$ cat config.mk
export PLATFORM = sky130hd
export DESIGN_NAME = mem_port_arbiter
export DESIGN_NICKNAME = d
export VERILOG_FILES = /design/src/rtl/core_pkg.sv /design/src/rtl/mem_port_arbiter.sv
export SDC_FILE = /design/constraint.sdc
export NUM_CORES = 1
export LEC_CHECK = 0
export ABC_AREA = 1
export ABC_CLOCK_PERIOD_IN_PS = 3500
export BUFFER_PORTS_ARGS = -buffer_cell sky130_fd_sc_hd__buf_2
export CORE_MARGIN = 10
export CORE_UTILIZATION = 50
export DETAILED_ROUTE_END_ITERATION = 6
export PLACE_DENSITY_LB_ADDON = 0.05
export SYNTH_ARGS = -nofsm -noshare
export SYNTH_HDL_FRONTEND = slang
export SYNTH_SLANG_ARGS = --single-unit
$ cat constraint.sdc
create_clock -name clk -period 3.5 [get_ports clk]
set_clock_uncertainty 0.05 [all_clocks]
set_input_delay 0.175 -clock clk [delete_from_list [all_inputs] [get_ports clk]]
set_output_delay 0.175 -clock clk [all_outputs]
set_load 0.05 [all_outputs]
$ cat src/rtl/core_pkg.sv
// Shared core types: memory-port arbiter state encoding and address/wdata mux select values.
package core_pkg;

    typedef enum logic [1:0] {
        IDLE     = 2'd0,
        GRANT_IF = 2'd1,
        GRANT_DM = 2'd2
    } arb_state_t;

    // Mux convention: input A carries the fetch address, input B the data address/wdata.
    localparam logic SEL_FETCH = 1'b0;
    localparam logic SEL_DATA  = 1'b1;

endpackage

$ cat src/rtl/mem_port_arbiter.sv
// Arbitrates the unified memory port between fetch and data access, one access at a time,
// data-first with a fairness cap on consecutive data grants and a hung-access timeout.
module mem_port_arbiter
    import core_pkg::*;
#(
    parameter int unsigned DATA_STREAK_MAX = 3,
    parameter int unsigned TIMEOUT_CYCLES  = 16
) (
    input  logic clk,
    input  logic rst,
    input  logic if_req,
    input  logic dm_req,
    input  logic mem_ready,
    output logic sel,
    output logic mem_req,
    output logic if_gnt,
    output logic dm_gnt,
    output logic if_done,
    output logic dm_done,
    output logic bus_err
);

    localparam int unsigned STREAK_W = 4;
    localparam int unsigned TCOUNT_W = 8;

    arb_state_t          state_q, state_d;
    logic                sel_q, sel_d;
    logic [STREAK_W-1:0] streak_q, streak_d;
    logic [TCOUNT_W-1:0] tcount_q, tcount_d;
    logic                done_c;
    logic                timeout_c;

    always_ff @(posedge clk) begin
        if (rst) begin
            state_q  <= IDLE;
            sel_q    <= SEL_FETCH;
            streak_q <= '0;
            tcount_q <= '0;
        end else begin
            state_q  <= state_d;
            sel_q    <= sel_d;
            streak_q <= streak_d;
            tcount_q <= tcount_d;
        end
    end

    // Next-state: arbitrate in IDLE and in any completion cycle; timeout forces IDLE.
    always_comb begin
        state_d  = state_q;
        streak_d = streak_q;
        tcount_d = tcount_q;
        done_c    = (state_q != IDLE) && mem_ready;
        timeout_c = (TIMEOUT_CYCLES != 0) && (state_q != IDLE) && !mem_ready &&
                    (tcount_q == TCOUNT_W'(TIMEOUT_CYCLES - 1));

        if ((state_q != IDLE) && !mem_ready && (tcount_q != '1)) begin
            tcount_d = tcount_q + TCOUNT_W'(1);
        end

        if (timeout_c) begin
            state_d  = IDLE;
            tcount_d = '0;
        end else if ((state_q == IDLE) || done_c) begin
            tcount_d = '0;
            if (dm_req && (!if_req || (streak_q != STREAK_W'(DATA_STREAK_MAX)))) begin
                state_d = GRANT_DM;
                // Streak only tracks data grants that made a waiting fetch wait longer.
                if (if_req) begin
                    streak_d = (streak_q == STREAK_W'(DATA_STREAK_MAX)) ? streak_q
                                                                       : streak_q + STREAK_W'(1);
                end else begin
                    streak_d = '0;
                end
            end else if (if_req) begin
                state_d  = GRANT_IF;
                streak_d = '0;
            end else begin
                state_d = IDLE;
            end
        end

        sel_d = (state_d == GRANT_DM) ? SEL_DATA : SEL_FETCH;
    end

    // Pulses are suppressed while reset is asserted so an aborted access reports nothing.
    assign sel     = sel_q;
    assign mem_req = (state_q != IDLE);
    assign if_gnt  = (state_q == GRANT_IF);
    assign dm_gnt  = (state_q == GRANT_DM);
    assign if_done = (state_q == GRANT_IF) && mem_ready && !rst;
    assign dm_done = (state_q == GRANT_DM) && mem_ready && !rst;
    assign bus_err = timeout_c && !rst;

endmodule

==> metrics.md <==
| Metric | Value |
|---|---|
| Post-Syn Area | `895 um2` |
| Core area | `1710 um2` |
| Routed wire length | `1.72 mm` |
| Placer Congestion | `0.794` |
| Die Wd | `62.3 um` |
| Syn avg cell area | `6.58 um2` |
| CP startpoint kind | `flop` |
| Root buffer cell | `clkbuf_4` |
| Pwr Density | `329 nW/um2` |
| Sink Count | `15` |
| Cts repair resizes | `0` |
| Final number of hold-violating endpoints | `0` |
| Die Area | `3880 um2` |
| First-pass GRT wire length | `3.03 mm` |
| Remaining Overflow, GRT | `0` |
| Initial Utilization | `52.4%` |
| Inserted Diodes | `0` |
| Nets | `158` |
| CTS buffer count | `3` |
| WL/cell | `9.84 um` |
| Status | `finished, final reports clean` |
| Fin crit period | `1940 ps` |
| Fmax | `517 MHz` |
| # hold bufs at CTS | `0` |
| Layout cell share with drive strength beyond 1 | `16.7%` |
| P_leak | `0.427 nW` |
| CP max stage delay | `390 ps` |
| Via count | `832` |
| I/O pins | `12` |
| Initial antenna violation count | `0` |
| 1st-iter DRT viols | `10` |
| Dpl cells | `171` |
| Site row count | `15` |
| Final core occ | `58.6%` |
| Clk buf depth | `2` |
| Peak supply drop | `0.000170 V` |
| DRC viols | `0` |
| Clock-pin slew on the worst setup and hold paths | `90 ps` |
| Final Max Tran Viols | `0` |
| H-tree depth | `1` |
| # Max-Cap Violations | `0` |
| Synth cell types | `21` |
| Clock latency on the worst-skew pair | `290 ps` |
| Largest net degree at the start of global routing | `10` |
| Final setup viols | `0` |
| Worst-margin pin slew | `258 ps` |
| Slack of the critical path | `1560 ps` |
| Setup TNS | `0 ps` |
| Syn. warnings | `0` |
| Fillers | `162` |
| Final antenna-violating net count | `0` |
| Slowest library cell on the worst path | `dfxtp_1` |
| Sequential area share after synthesis | `33.6%` |
| Fraction of the cycle the final worst path needs | `55.3%` |
| Worst slack at placement | `1880 ps` |
| TritonCTS clock tree | `done` |
| Required time of the critical path | `3270 ps` |
| Vias in the first global route | `733` |
| Critical path cell sequence | `ha_1 > nand2_2 > nor2_4 > nand2_1 > nor2_2 > inv_1 > nor2_1 > buf_2` |
| Die Y | `62.3 um` |
| CP Class | `reg2out` |
| Via/cell ratio | `4.75` |
| TritonRoute pass-1 iters | `4` |
| Finished Layout Cells | `175` |
| Post-synth net total | `143` |
| Global Route Usage Sum | `9.28%` |
| Crit path max fanout | `4` |
| Synthesized instance count | `136` |
| Area Growth Syn to Fin | `11.9%` |
| Type of destination of the critical path | `primary output` |
| CP arrival | `1710 ps` |
| # port buffers | `11` |
| Post-DP HPWL | `1.38 mm` |
| Min-delay worst type | `in2reg` |
| RSZ-0062 raised after global routing | `false` |
| Post-CTS Setup Repair Bufs | `0` |
| Slew headroom | `82.9%` |
| Flip-flop and latch count after synthesis | `15` |
| Hold Worst Slack | `97.5 ps` |
[placed cells by master, fill, tap and decap left out, drive strengths merged, types with 2 or more instances in the layout]
cell	netlist	layout
nor2	21	21
inv	20	20
dfxtp	15	15
ha	2	2
nand3	10	10
a21oi	9	9
xor2	3	3
nand4	4	4
nor4	2	2
nand2	42	42
buf	1	11
clkbuf	0	3
o21ai	5	5
[logic make-up after synthesis]
group	count (synthesis)	synth area share, %
and+or+nand+nor	80	42.2
AOI/OAI and AO/OA	14	8.25
adders and majority gates	2	2.80
buffers and inverters	21	9.23
xor gates and xnor gates	4	3.92
DFF	15	33.6
[layer usage]
layer	GRT usage, %	share of wire [%]	vias up	wire [um]
li1	-	-	460	-
met1	9.59	46	354	797
met2	15.9	47	13	801
met3	2.33	4.1	5	71
met4	6.70	3.1	0	53
met5	0	0	-	0
[where the power goes]
| part | total (mW) | switching, mW | internal, mW | leakage, nW |
|---|---|---|---|---|
| registers | 0.177 | 0.00296 | 0.174 | 0.122 |
| clock network | 0.101 | 0.0582 | 0.0426 | 0.0177 |
| logic | 0.0518 | 0.0387 | 0.0131 | 0.288 |
[final timing paths]
path	startpoint	end	slack [ps]	depth (start not counted)
worst max-delay path	tcount_q[1]$_SDFFE_PP0P_	bus_err	1560	8
worst min-delay path	rst	streak_q[1]$_SDFFE_PP0P_	100	2
worst max register to register	tcount_q[1]$_SDFFE_PP0P_	state_q[0]$_SDFF_PP0_	2100	7
worst min register to register	streak_q[1]$_SDFFE_PP0P_	streak_q[1]$_SDFFE_PP0P_	440	2
[Yosys cell counts, drive strengths merged]
| cell | count | area share (%) |
|---|---|---|
| nand2 | 42 | 20 |
| nor2 | 21 | 11 |
| inv | 20 | 8.4 |
| dfxtp | 15 | 34 |
| nand3 | 10 | 6.2 |
| a21oi | 9 | 5.0 |
| o21ai | 5 | 3.2 |
| nand4 | 4 | 2.8 |
| xor2 | 3 | 2.9 |
| ha | 2 | 2.8 |
| nor4 | 2 | 1.4 |
| and2 | 1 | 0.70 |
| buf | 1 | 0.84 |
| xnor2 | 1 | 0.98 |
[worst max-delay path, delay by kind of cell (launching register included)]
family	cells	cell delay, ps
simple gates	5	490
flops	1	390
fa+ha+maj	1	220
buf+inv	2	300
[per-stage QoR]
step	instance area (um2)	total power [mW]
final	1000	0.329
after global routing	1000	0.348
after CTS	1000	0.334
after detailed placement	973	0.233
after global placement	973	0.233
after floorplan	895	0.221
[layout make-up]
| class | instances | area, um2 | area share (%) |
|---|---|---|---|
| multi-input cells | 100 | 512 | 51.1 |
| flip-flops and latches | 15 | 300 | 30.0 |
| inverters | 20 | 75.1 | 7.50 |
| repair buffers | 11 | 55.1 | 5.50 |
| well taps | 25 | 31.3 | 3.13 |
| clock buffers | 3 | 22.5 | 2.25 |
| clock inverters | 1 | 5.00 | 0.500 |
[state kept, by name, summed over array words and instances, names as in the netlist]
signal    flops
tcount_q      8
streak_q      4
state_q       2
sel           1
(Power assumes the default switching activity.)
